### src/rtl/arbitro_rr_salida.sv
// Round-robin drain of four class FIFOs into one output FIFO, with a registered output stage.
// Optional macro ARB_STRICT_PRIO_EN: class 3 wins whenever it is non-empty, and classes 0..2 share round-robin.
module arbitro_rr_salida #(
  parameter int DATA_W = 10,
  parameter int CNT_W  = 8
) (
  input  logic              clk,
  input  logic              reset_L,
  input  logic [3:0]        empty,
  input  logic [DATA_W-1:0] data_in0,
  input  logic [DATA_W-1:0] data_in1,
  input  logic [DATA_W-1:0] data_in2,
  input  logic [DATA_W-1:0] data_in3,
  input  logic              almost_full_out,
  output logic [3:0]        pop,
  output logic              push,
  output logic [DATA_W-1:0] data_out,
  output logic [1:0]        class_out,
  output logic              idle,
  output logic [CNT_W-1:0]  cnt0,
  output logic [CNT_W-1:0]  cnt1,
  output logic [CNT_W-1:0]  cnt2,
  output logic [CNT_W-1:0]  cnt3
);

  logic [DATA_W-1:0] din [4];
  logic              eligible;
  logic              grant_vld;
  logic [1:0]        grant_idx;
  logic [1:0]        rr_q, rr_d;
  logic              push_q, push_d;
  logic [DATA_W-1:0] data_q, data_d;
  logic [1:0]        class_q, class_d;
  logic [CNT_W-1:0]  cnt_q [4];
  logic [CNT_W-1:0]  cnt_d [4];

  assign din[0] = data_in0;
  assign din[1] = data_in1;
  assign din[2] = data_in2;
  assign din[3] = data_in3;

  // reset_L gates the grant so no class FIFO is popped while reset is held
  assign eligible = reset_L & ~almost_full_out & (empty != 4'b1111);

`ifdef ARB_STRICT_PRIO_EN
  logic [2:0] cand;

  always_comb begin
    grant_vld = 1'b0;
    grant_idx = 2'd0;
    cand      = 3'd0;
    if (eligible) begin
      if (!empty[3]) begin
        grant_vld = 1'b1;
        grant_idx = 2'd3;
      end else begin
        // Scan backwards so the candidate closest to rr is the last one written
        for (int i = 2; i >= 0; i--) begin
          cand = {1'b0, rr_q} + 3'(i);
          if (cand >= 3'd3) cand = cand - 3'd3;
          if (!empty[cand[1:0]]) begin
            grant_vld = 1'b1;
            grant_idx = cand[1:0];
          end
        end
      end
    end
  end

  always_comb begin
    rr_d = rr_q;
    if (grant_vld && grant_idx != 2'd3)
      rr_d = (grant_idx == 2'd2) ? 2'd0 : grant_idx + 2'd1;
  end
`else
  logic [1:0] cand;

  always_comb begin
    grant_vld = 1'b0;
    grant_idx = 2'd0;
    cand      = 2'd0;
    if (eligible) begin
      for (int i = 3; i >= 0; i--) begin
        cand = rr_q + 2'(i);
        if (!empty[cand]) begin
          grant_vld = 1'b1;
          grant_idx = cand;
        end
      end
    end
  end

  assign rr_d = grant_vld ? grant_idx + 2'd1 : rr_q;
`endif

  assign pop = grant_vld ? (4'b0001 << grant_idx) : 4'b0000;

  always_comb begin
    push_d  = grant_vld;
    data_d  = grant_vld ? din[grant_idx] : data_q;
    class_d = grant_vld ? grant_idx : class_q;
    for (int i = 0; i < 4; i++)
      cnt_d[i] = cnt_q[i] + CNT_W'(grant_vld && (grant_idx == 2'(i)));
  end

  always_ff @(posedge clk or negedge reset_L) begin
    if (!reset_L) begin
      push_q  <= 1'b0;
      data_q  <= '0;
      class_q <= 2'd0;
      rr_q    <= 2'd0;
      for (int i = 0; i < 4; i++) cnt_q[i] <= '0;
    end else begin
      push_q  <= push_d;
      data_q  <= data_d;
      class_q <= class_d;
      rr_q    <= rr_d;
      for (int i = 0; i < 4; i++) cnt_q[i] <= cnt_d[i];
    end
  end

  assign push      = push_q;
  assign data_out  = data_q;
  assign class_out = class_q;
  assign idle      = (empty == 4'b1111) & ~push_q;
  assign cnt0      = cnt_q[0];
  assign cnt1      = cnt_q[1];
  assign cnt2      = cnt_q[2];
  assign cnt3      = cnt_q[3];

endmodule

### config.mk
export PLATFORM = sky130hd
export DESIGN_NAME = arbitro_rr_salida
export DESIGN_NICKNAME = d
export VERILOG_FILES = /design/src/rtl/arbitro_rr_salida.sv
export SDC_FILE = /design/constraint.sdc
export NUM_CORES = 1
export LEC_CHECK = 0
export BUFFER_PORTS_ARGS = -buffer_cell sky130_fd_sc_hd__buf_2
export CAP_MARGIN = 20
export CELL_PAD_IN_SITES_DETAIL_PLACEMENT = 0
export CELL_PAD_IN_SITES_GLOBAL_PLACEMENT = 1
export CORE_MARGIN = 2
export CORE_UTILIZATION = 36
export CTS_CLUSTER_DIAMETER = 120
export DETAILED_ROUTE_END_ITERATION = 6
export GPL_TIMING_DRIVEN = 0
export PLACE_DENSITY_LB_ADDON = 0.08
export SYNTH_ARGS = -nofsm -noshare
export SYNTH_HDL_FRONTEND = slang
export SYNTH_SLANG_ARGS = --single-unit
### constraint.sdc
create_clock -name clk -period 3.4 [get_ports clk]
set_input_delay 0 -clock clk [delete_from_list [all_inputs] [get_ports clk]]
set_output_delay 0 -clock clk [all_outputs]
set_load 0.005 [all_outputs]
# == Yosys cells after proc, flatten, opt, wreduce, memory -nomap -nowiden ==
# Index checks and enable logic that the tools add are counted.
# totals
in_bits,47
ff_bits,47
# classes
n_shift,1
n_reduce_logical,5
add_sub_neg,8
bitwise,6
order_cmp,5
n_mux,22
n_eq_ne,5
# op_table
operator,n
adder 8 x 1 -> 8 bit,4
binary-select mux 10 bit (select 2 bit),1
two-way mux 10 bit,2
"less-than comparator 2 x 3 -> 1 bit, second input constant",4
two-way mux 2 bit,5
two-way mux 1 bit,9
binary-select mux 1 bit (select 2 bit),4
"adder 2 x 1 -> 2 bit, second input constant",2
"adder 2 bit, second input constant",2
"equality test 2 bit, second input constant",2
"equality test 4 bit, second input constant",1
logical AND 1 bit,4
two-way mux 4 bit,1
"inequality test 4 bit, second input constant",1
"left shift 1 x 2 -> 4 bit, first input constant",1
AND 1 bit,3
">= comparator 3 bit, second input constant",1
inverter 2 -> 3 bit,1
"equality test 2 x 1 -> 1 bit, second input constant",1
logical NOT 2 bit,1
inverter 1 bit,2

# == Logic depth before layout (Yosys ltp) ==
# Gate-level depths: netlist of the first run.
# logic_depth
ltp_word,12
mapped_depth,12
ltp_nobuf,12

# == Worst setup path after synthesis of the first run ==
# OpenSTA, ideal clock, no wires.
# synth_timing
path_kind,register -> register
startpoint,reg rr_q[0]
endpoint,reg cnt_q (netlist bit cnt2[7])
slack_ns,0.942
path_buffers,1
stages_incl_launch_ff,13
required_ns,3.277
arrival_ns,2.335
path_cell_list,dfrtp_1 o21ai_0 a21oi_1 or3_1 clkbuf_1 inv_1 ha_1 and2_1 ha_1 and3_1 nand3_1 or2_2 xnor2_1
# synth_rtl
element,line,rtl
"start, declared",30,"logic [1:0] rr_q, rr_d;"
"start signal, assigned",117,rr_q <= rr_d;
"end, declared",34,logic [CNT_W-1:0] cnt_q [4];

==> metrics, run 1 <==
DR WL/cell 13.0 um; Power Density 499 nW/um2; most frequent CP cell ha_1; fin nets 370; Core Area 6310 um2; EDFF count, synth 0; Fmax 334 MHz; num rows 29; Finish-stage setup viols 0; die width 84.4 um; Top Ports 97; RSZ-0062 raised after global routing no; slowest cell delay on critical path 0.52 ns; delay-heaviest family, CP buffers and inverters; P_int 1.07 mW; fillcell total 652; CP Buf/Inv Count 4; Via-to-Cell Ratio 4.73; clock power share 0.277; commonest register cell after synthesis dfrtp_1; CTS Buffer Depth 2; CTS buffer count 5; measured slew at the worst slew-check pin 0.557 ns; CTS Hold Bufs 2; Initial Utilization 0.369; status complete, no violations; Fin Setup TNS 0 ns; Max Slew Vio Count 0; Critical Path Fanout Max 23; die area 7130 um2; synthesized cell area 2330 um2; Clock Skews 0.00862 ns; CP Launch Type primary input; post_cts resized 0; DR pass1 iterations 4; worst skew pair latency 0.30 ns; Req. time, crit path 3.58 ns; DP HPWL 3.92 mm; grt total ovfl 0; share of post-route cells with drive strength above 1 0.370; sequential share of power 0.482; TritonCTS clock tree done; gr usage total 0.147; global-route wire length before repair 8.55 mm; design area 3060 um2; area occupied by multi-input gates 1100 um2; 1st-iter DRT viols 70; Setup Buffers After CTS 0; Avg Cell Area, Syn 11.4 um2; Reg area 1180 um2; H-tree depth 2; remaining antenna violation count 0; minimum clock period 3.00 ns; Fin Hold WS 0.00702 ns; Crit-path slowest cell dlygate4sd3_1; port bufs 96; Arr. time, crit path 3.18 ns; CP Capture Type register; chip height 84.4 um; Seq/Total Area, Yosys 0.505; NetSw 0.453 mW; static leakage 1.69 nW; Worst Hold Class in -> reg; clock sinks 47; final core occ 0.485; period utilisation layout 0.881; GPL Wtd Cong 0.703; vias 1,837; initial antenna violation count 0; post-synthesis cell count 204; largest net degree at the start of global routing 27; VDD IR max 233 uV; Area Overhead vs Synth 31.4%; final wirelength 5.04 mm; share of total power in combinational logic 0.242; clock transition at the registers of the reported paths 0.09 ns; Sw Ratio 0.297; Rel. slew slack 0.624; fraction of registers with async set/reset 1.00; CP cell instances dlygate4sd3_1 -> buf_2 -> nand3b_1 -> or3_1 -> clkbuf_1 -> inv_1 -> ha_1 -> and2_1 -> ha_1 -> and3_1 -> nand3_1 -> or2_2 -> xnor2_1; vias in the first global route 1,778; total power 1.53 mW; FF+latch count, synth 47; number of max-cap violations 0; placed cell areas 2930 um2; Clock Tree Root clkbuf_8; Yosys warnings 0; ant diodes 0; DR DRC count 0; Final Hold Vio Count 0; Synth cell types 34; Mapped Nets 264; Crit Path Class in -> reg
==> layout make-up <==
| type | instances | area share |
|---|---|---|
| sequential | 47 | 0.384 |
| multi-input combinational | 149 | 0.360 |
| timing repair buffer | 99 | 0.170 |
| tap | 77 | 0.0315 |
| clock buffer | 5 | 0.0225 |
| clock inverter | 3 | 0.0151 |
| buffer | 5 | 0.0119 |
| inverter | 3 | 0.00450 |
==> stage by stage <==
| stage | cells | setup slack (ns) |
|---|---|---|
| 2_1_floorplan | 204 | 0.942 |
| 3_3_place_gp | 377 | 0.0236 |
| 3_5_place_dp | 378 | 0.511 |
| 4_1_cts | 388 | 0.284 |
| 5_1_grt | 388 | 0.0876 |
| 6_report | 388 | 0.404 |
==> worst min-delay path, stage by stage <==
cell and delay [ns]:
buf_2 0.08, mux2i_1 0.06, o2bb2ai_1 0.13
==> metal layers <==
metal | vias up | share of wire | track usage
met4 | 0 | 0.0089 | 0.0346
met3 | 5 | 0.052 | 0.0315
met1 | 858 | 0.45 | 0.198
met5 | - | 0 | 0
met2 | 49 | 0.49 | 0.242
li1 | 925 | - | -
==> placed cells by master, fill, tap and decap left out, types with 4 or more instances in the layout <==
master,count
a21oi_1,5
nand3_1,11
o221ai_1,6
xor2_1,8
o2bb2ai_1,4
ha_1,13
nor3_1,4
xnor2_1,16
o21a_1,5
nand2_1,20
dfrtp_1,47
nor2_1,7
and2_1,5
clkbuf_8,5
o21ai_0,6
buf_2,97
mux2i_1,16
and3_1,5
==> logic make-up after synthesis <==
kind of cell,after synthesis,synth area share
AO/OA/AOI/OAI,26,0.0774
buffers and inverters,8,0.0215
flip-flops,47,0.505
multiplexers,16,0.0688
adder cells (fa/ha/maj),13,0.0699
AND/OR/NAND/NOR,70,0.167
XOR/XNOR,24,0.0903
==> power by group through the flow <==
stage / clock, mW / combinational, mW / sequential [mW]
2_1_floorplan: 0 / 0.186 / 0.750
3_3_place_gp: 0 / 0.367 / 0.747
3_5_place_dp: 0 / 0.377 / 0.748
4_1_cts: 0.436 / 0.379 / 0.737
5_1_grt: 0.462 / 0.419 / 0.753
6_report: 0.423 / 0.369 / 0.735
==> state kept, by name, indices dropped and copies added (netlist names) <==
| signal | flops |
|---|---|
| cnt2 | 8 |
| cnt1 | 8 |
| cnt0 | 8 |
| cnt3 | 8 |
| class_out | 2 |
| data_out | 10 |
| push | 1 |
| rr_q | 2 |
==> path summary, 6_finish.rpt <==
path                            cells past startpoint        start  slack, ns     endpoint
worst max-delay path                               13      reset_L       0.40      cnt2[7]
worst min register to register                      1      cnt0[7]       0.47      cnt0[7]
max in group asynchronous                           3      reset_L       2.66      cnt0[3]
min in group asynchronous                           2      reset_L       0.22  data_out[3]
worst min-delay path                                3  data_in0[0]      0.007  data_out[0]
worst max register to register                     12      rr_q[0]       0.66      cnt2[7]
==> synth_stat cells (all sizes together) (2+ instances only) <==
master   count  area [um2]
nor2         9        48.8
nand2       20        75.1
o2bb2ai      4        35.0
ha          13         163
dfrtp       47        1180
and3         5        31.3
or2          4        25.0
nand4        3        18.8
nand3       11        55.1
xor2         8        70.1
and2         5        31.3
inv          3        13.8
clkbuf       3        11.3
and4         2        20.0
o21a         5        37.5
a21oi        5        25.0
buf          2        25.0
xnor2       16         140
o21ai        6        30.0
nor3         4        20.0
o221ai       6        52.6
mux2i       16         160
Note: power is estimated with default switching activity, not from simulation.
==> inputs of run 2 (changes only) <==
--- a/config.mk
+++ b/config.mk
@@ -10,7 +10,7 @@
 export CELL_PAD_IN_SITES_DETAIL_PLACEMENT = 0
 export CELL_PAD_IN_SITES_GLOBAL_PLACEMENT = 1
 export CORE_MARGIN = 2
-export CORE_UTILIZATION = 36
+export CORE_UTILIZATION = 32
 export CTS_CLUSTER_DIAMETER = 120
 export DETAILED_ROUTE_END_ITERATION = 6
 export GPL_TIMING_DRIVEN = 0
==> constraint.sdc (replaced) <==
create_clock -name clk -period 2.46 [get_ports clk]
set_input_delay 0 -clock clk [delete_from_list [all_inputs] [get_ports clk]]
set_output_delay 0 -clock clk [all_outputs]
set_load 0.005 [all_outputs]
==> run 2 against run 1 <==
Against the previous run: cell count is 9.0% higher; highest routed layer unchanged; global-route usage is 0.83 points lower; largest power group unchanged; hold slack worse by 0.0050 ns; worst setup slack worse by 0.32 ns; critical path type is now reg -> reg; cell area is 8.0% higher.
==> metrics, run 2 (synthesized netlist as in run 1, its figures left out) <==
Clock Skews 0.00744 ns (-0.00118 ns); initial antenna violation count 1 (+1); design area 3300 um2 (+8.0%); ant diodes 0 (unchanged); DR DRC count 0 (unchanged); number of max-cap violations 0 (unchanged); r2r endpoint cnt2[7]; PnR worst setup slack 0.0828 ns (-0.321 ns); 1st-iter DRT viols 32 (-54%); CP Launch Type register; TritonCTS clock tree done; remaining antenna violation count 0 (unchanged); chip height 89.3 um (+5.8%); Finish-stage setup viols 0 (unchanged); CP cell instances or2_1 -> and4_4 -> nor2_4 -> nor2_4 -> inv_4 -> ha_1 -> and2_4 -> ha_4 -> and3_1 -> nand3_2 -> or2_4 -> xnor2_1; Fmax 421 MHz; die width 89.3 um (+5.8%); Via-to-Cell Ratio 4.48 (-5.3%); DR pass1 iterations 4 (unchanged); measured slew at the worst slew-check pin 0.632 ns (+0.0745 ns); static leakage 1.76 nW (+3.8%); clock transition at the registers of the reported paths 0.09 ns (about the same); share of post-route cells with drive strength above 1 0.438 (+0.0685); Core Area 7140 um2 (+13%); period utilisation layout 0.966; grt total ovfl 0 (unchanged); Reg area 1180 um2 (unchanged); DP HPWL 3.96 mm (+0.81%); Clock Tree Root clkbuf_8; num rows 31 (+6.9%); Sw Ratio 0.302 (+0.00485); H-tree depth 2 (unchanged); Arr. time, crit path 2.57 ns (-0.61 ns); clock power share 0.266 (-0.011); Top Ports 97 (unchanged); global-route wire length before repair 8.58 mm (+0.32%); VDD IR max 312 uV (+34%); Power Density 660 nW/um2 (+32%); port bufs 96 (unchanged); Fin Hold WS 0.00198 ns (-0.00505 ns); fin nets 383 (+3.5%); Crit-path slowest cell dfrtp_1; most frequent CP cell nor2_4; commonest cells after routing, fill and taps aside buf_2, dfrtp_1, nand2_1; share of total power in combinational logic 0.257 (+0.015); Rel. slew slack 0.577 (-0.0471); Max Slew Vio Count 0 (unchanged); Final Hold Vio Count 0 (unchanged); clock sinks 47 (unchanged); R2R Setup Slk 0.08 ns (-0.58 ns); pre-CTS WS -0.506 ns (-1.02 ns); hold path depth 3 (unchanged); Initial Utilization 0.326 (-0.0425); vias 1,896 (+3.2%); Worst Hold Class in -> reg; fillcell total 756 (+16%); placed cell areas 2950 um2 (+0.94%); CP Capture Type register; DR WL/cell 12.9 um (-0.24%); RSZ-0062 raised after global routing yes; delay-heaviest family, CP simple AND/OR/NAND/NOR gates; CTS buffer count 5 (unchanged); largest net degree at the start of global routing 34 (+26%); Critical Path Fanout Max 5 (-78%); slowest cell delay on critical path 0.44 ns (-0.08 ns); die area 7970 um2 (+12%); worst skew pair latency 0.30 ns (about the same); NetSw 0.658 mW (+45%); vias in the first global route 1,769 (-0.51%); sequential share of power 0.477 (-0.005); gr usage total 0.138 (-0.00831); R2R cell count 12 (unchanged); CTS Buffer Depth 2 (unchanged); max FFs per register 10 (unchanged); GPL Wtd Cong 0.760 (+8.1%); status complete, no violations; Crit Path Class reg -> reg; min-delay src data_in0[9]; area occupied by multi-input gates 1190 um2 (+8.4%); Area Overhead vs Synth 41.9%; CP Buf/Inv Count 1 (-3); commonest non-fill, non-tap cell in the layout buf_2; final wirelength 5.48 mm (+8.8%); P_int 1.52 mW (+42%); Min-Delay Endpoint data_out[9]; minimum clock period 2.38 ns; R2R Path Start rr_q[0]; Req. time, crit path 2.65 ns (-0.93 ns)
-- run 2: stage by stage --
stage	power (mW)	instances	util	TNS [ns]
floorplan	1.29	204	-	0
global placement	1.54	399	0.411	-19.00
detailed placement	1.55	400	0.414	-5.03
CTS	2.19	421	0.451	0
global route	2.33	423	0.463	-0.0787
finish	2.18	423	0.463	0
-- run 2: how the worst max path moves through the flow --
stage	slack, ns	start	cells after the start	endpoint
after floorplan	0.002	rr_q[0]	12	cnt2[7]
after global placement	-0.98	reset_L	12	cnt2[7]
after detailed placement	-0.51	reset_L	13	cnt2[7]
after CTS	0.004	rr_q[0]	12	cnt2[7]
after global routing	-0.03	rr_q[0]	12	cnt0[7]
final	0.08	rr_q[0]	12	cnt2[7]
-- run 2: timing repair --
action | 4_1_cts | 5_1_grt
hold buffers | 8 | 0
setup buffers | 6 | 2
pin swaps | 4 | 7
hold endpoints to repair | 51 | 0
gates resized for setup | 6 | 19
endpoints found under the setup margin | 17 | 6
-- run 2: per-layer routing --
metal,track usage,part of all wire,vias to the layer above
met3,0.0314,0.050,4
met2,0.232,0.48,54
met4,0.0244,0.0068,0
met1,0.185,0.46,885
li1,-,-,953
met5,0,0,-
-- run 2: cell type report --
class	instances	area share
well taps	99	0.0375
inverters	3	0.00417
multi-input cells	149	0.362
flip-flops and latches	47	0.356
clock inverters	3	0.0133
plain buffers	4	0.00984
clock buffers	5	0.0208
repair buffers	113	0.197
-- run 2: worst register-to-register path: stages, from the launching register on --
cell	delay, ns
dfrtp_1	0.44
or2_1	0.27
and4_4	0.19
nor2_4	0.14
nor2_4	0.08
inv_4	0.09
ha_1	0.13
and2_4	0.16
ha_4	0.14
and3_1	0.17
nand3_2	0.10
or2_4	0.26
xnor2_1	0.12
-- run 2: power by group through the flow --
stage | logic (mW) | registers, mW | clock network (mW)
6_report | 0.560 | 1.04 | 0.580
5_1_grt | 0.632 | 1.07 | 0.633
4_1_cts | 0.561 | 1.02 | 0.603
3_5_place_dp | 0.515 | 1.04 | 0
3_3_place_gp | 0.509 | 1.03 | 0
2_1_floorplan | 0.257 | 1.04 | 0
==> inputs of run 3 (changes only) <==
--- a/config.mk
+++ b/config.mk
@@ -5,6 +5,7 @@
 export SDC_FILE = /design/constraint.sdc
 export NUM_CORES = 1
 export LEC_CHECK = 0
+export ABC_AREA = 1
 export BUFFER_PORTS_ARGS = -buffer_cell sky130_fd_sc_hd__buf_2
 export CAP_MARGIN = 20
 export CELL_PAD_IN_SITES_DETAIL_PLACEMENT = 0
@@ -15,6 +16,7 @@
 export DETAILED_ROUTE_END_ITERATION = 6
 export GPL_TIMING_DRIVEN = 0
 export PLACE_DENSITY_LB_ADDON = 0.08
+export SLEW_MARGIN = 20
 export SYNTH_ARGS = -nofsm -noshare
 export SYNTH_HDL_FRONTEND = slang
 export SYNTH_SLANG_ARGS = --single-unit
==> run 3 against run 2 <==
Against the previous run: global-route usage increased by 1.5 points; critical path depth rose by 2; cell count rose by 28%; count of clock-buffer cells in the layout rose by 1; first-iteration DRC count up 100%; combinational power grew to 2.7 times the previous value; wire length grew 21%; sequential share of layout area fell by 5.9 points; largest cell class unchanged; largest power group is now combinational logic.
==> metrics, run 3 <==
Final Hold Vio Count 0 (unchanged); VDD IR max 371 uV (+19%); Crit Path Class reg -> reg; port bufs 96 (unchanged); FF+latch count, synth 47 (unchanged); fillcell total 776 (+2.6%); Seq/Total Area, Yosys 0.457 (-0.0486); post-synthesis cell count 307 (+50%); Req. time, crit path 2.70 ns (+0.05 ns); EDFF count, synth 0 (unchanged); die area 8780 um2 (+10%); H-tree depth 2 (unchanged); Avg Cell Area, Syn 8.39 um2 (-26%); commonest cells after routing, fill and taps aside buf_2, nand2_1, dfrtp_1; Top Ports 97 (unchanged); Fin Setup TNS 0 ns (unchanged); Fmax 412 MHz (-2.1%); static leakage 2.11 nW (+20%); Critical Path Fanout Max 8 (+3); DR WL/cell 12.2 um (-5.7%); CP Capture Type register; global-route wire length before repair 10.8 mm (+26%); CP Launch Type register; Reg area 1180 um2 (+0.11%); fin nets 500 (+31%); R2R cell count 14 (+2); largest net degree at the start of global routing 48 (+41%); commonest register cell after synthesis dfrtp_1; synthesized cell area 2580 um2 (+11%); R2R Setup Slk 0.03 ns (-0.05 ns); remaining antenna violation count 0 (unchanged); Power Density 807 nW/um2 (+22%); worst skew pair latency 0.30 ns (about the same); gr usage total 0.153 (+0.0148); measured slew at the worst slew-check pin 0.643 ns (+0.0113 ns); CTS Buffer Depth 2 (unchanged); Initial Utilization 0.332 (+0.00541); chip height 93.7 um (+5.0%); r2r endpoint data_out[0]; CTS buffer count 5 (unchanged); share of post-route cells with drive strength above 1 0.456 (+0.0175); top cells by instance count after synthesis nand2_1, dfrtp_1, inv_1; R2R Path Start rr_q[0]; Clock Tree Root clkbuf_8; final wirelength 6.63 mm (+21%); Arr. time, crit path 2.67 ns (+0.10 ns); vias in the first global route 2,329 (+32%); Worst Hold Class in -> reg; TritonCTS clock tree done; Via-to-Cell Ratio 4.37 (-2.5%); RSZ-0062 raised after global routing yes; min-delay src data_in0[2]; 1st-iter DRT viols 65 (+100%); status complete, no violations; GPL Wtd Cong 0.776 (+2.2%); Clock Skews 0.00862 ns (+0.00118 ns); num rows 32 (+3.2%); area occupied by multi-input gates 1520 um2 (+28%); Area Overhead vs Synth 53.7%; Core Area 7770 um2 (+8.8%); commonest non-fill, non-tap cell in the layout buf_2; DR DRC count 0 (unchanged); clock transition at the registers of the reported paths 0.09 ns (about the same); clock sinks 47 (unchanged); cell taking the most area after synthesis dfrtp_1; DR pass1 iterations 4 (unchanged); Finish-stage setup viols 0 (unchanged); Min-Delay Endpoint data_out[2]; Yosys warnings 0 (unchanged); minimum clock period 2.43 ns (+0.0513 ns); grt total ovfl 0 (unchanged); Mapped Nets 367 (+39%); Synth cell types 23 (-32%); most numerous cell in the Yosys netlist nand2_1; die width 93.7 um (+5.0%); number of max-cap violations 0 (unchanged); fraction of registers with async set/reset 1.00 (unchanged); Rel. slew slack 0.571 (-0.00611); vias 2,373 (+25%); largest cells by area after synthesis dfrtp_1, nand2_1, inv_1; initial antenna violation count 0 (-1); max FFs per register 10 (unchanged); Max Slew Vio Count 0 (unchanged); Fin Hold WS 0.0302 ns (+0.0283 ns); Yosys top cell area share 0.457 (-0.0486); hold path depth 5 (+2); period utilisation layout 0.987 (+0.0209); ant diodes 0 (unchanged); DP HPWL 4.57 mm (+15%)
-- run 3: cell types whose count changed after synthesis, moves of 5 or more --
cell      delta
and2_1       -5
and3_1       -5
inv_1       +42
mux2i_1     -16
nand2_1     +68
nand3_1     +20
nand4_1     +11
nor2_1       +7
o211ai_1    +10
o21a_1       -5
o221ai_1     -6
xnor2_1      -5
xor2_1       +5
-- run 3: final cells by class --
cell class | count | share of cell area
Tap cell | 102 | 0.0322
Multi-Input combinational cell | 204 | 0.385
Timing Repair Buffer | 126 | 0.191
Clock inverter | 2 | 0.00411
Clock buffer | 6 | 0.0209
Inverter | 46 | 0.0474
Buffer | 10 | 0.0221
Sequential cell | 47 | 0.297
-- run 3: how the worst max path moves through the flow --
stage	from	end	slack [ns]
floorplan	rr_q[0]	cnt3[6]	0.02
global placement	reset_L	cnt0[6]	-1.01
detailed placement	reset_L	cnt0[6]	-1.03
CTS	rr_q[0]	cnt0[6]	-0.007
global route	rr_q[0]	cnt3[7]	-0.14
finish	rr_q[0]	data_out[0]	0.03
-- run 3: logic make-up after synthesis --
family,synth area share
DFF,0.457
AOI/OAI and AO/OA,0.0384
xor gates and xnor gates,0.0816
and+or+nand+nor,0.263
adders and majority gates,0.0631
buffers and inverters,0.0976
-- run 3: repair_timing --
item,CTS,global route
endpoints found under the setup margin,36,19
endpoints found under the hold margin,52,0
gates resized for setup,46,47
hold buffers,12,0
buffers inserted,11,7
pin swaps,14,29
-- run 3: power by group --
group          switching, mW  internal (mW)  total (mW)
Sequential             0.201          0.966        1.17
Combinational          0.844          0.685        1.53
Clock                  0.268          0.230       0.498
Total                   1.31           1.88        3.19
-- run 3: critical path, stage by stage (launching register included) --
cell           delay, ns
dfrtp_1             0.38
buf_6               0.14
inv_8               0.07
nand2_2             0.05
nand2_2             0.10
nand2_2             0.07
nand2_4             0.09
nand3_1             0.09
nand2_2             0.10
a21oi_4             0.07
buf_4               0.14
nor2_1              0.29
o211ai_1            0.14
nand3_1             0.09
dlygate4sd3_1       0.55
-- run 3: layer usage --
layer  wire length (um)  GRT usage  vias to the layer above
met3                296     0.0257                        9
met2               3230      0.249                       60
met1               2990      0.207                     1069
li1                   -          -                     1235
met5                  0          0                        -
met4                103     0.0495                        0
-- run 3: per-stage QoR --
step	power, mW	instances	setup slack (ns)	utilization	area [um2]
final	3.19	543	0.0315	0.510	3960
after global routing	3.47	543	-0.137	0.510	3960
after CTS	3.04	536	-0.00736	0.476	3690
after detailed placement	2.27	505	-1.03	0.411	3190
after global placement	2.27	505	-1.01	0.411	3190
after floorplan	1.84	307	0.0242	-	2580
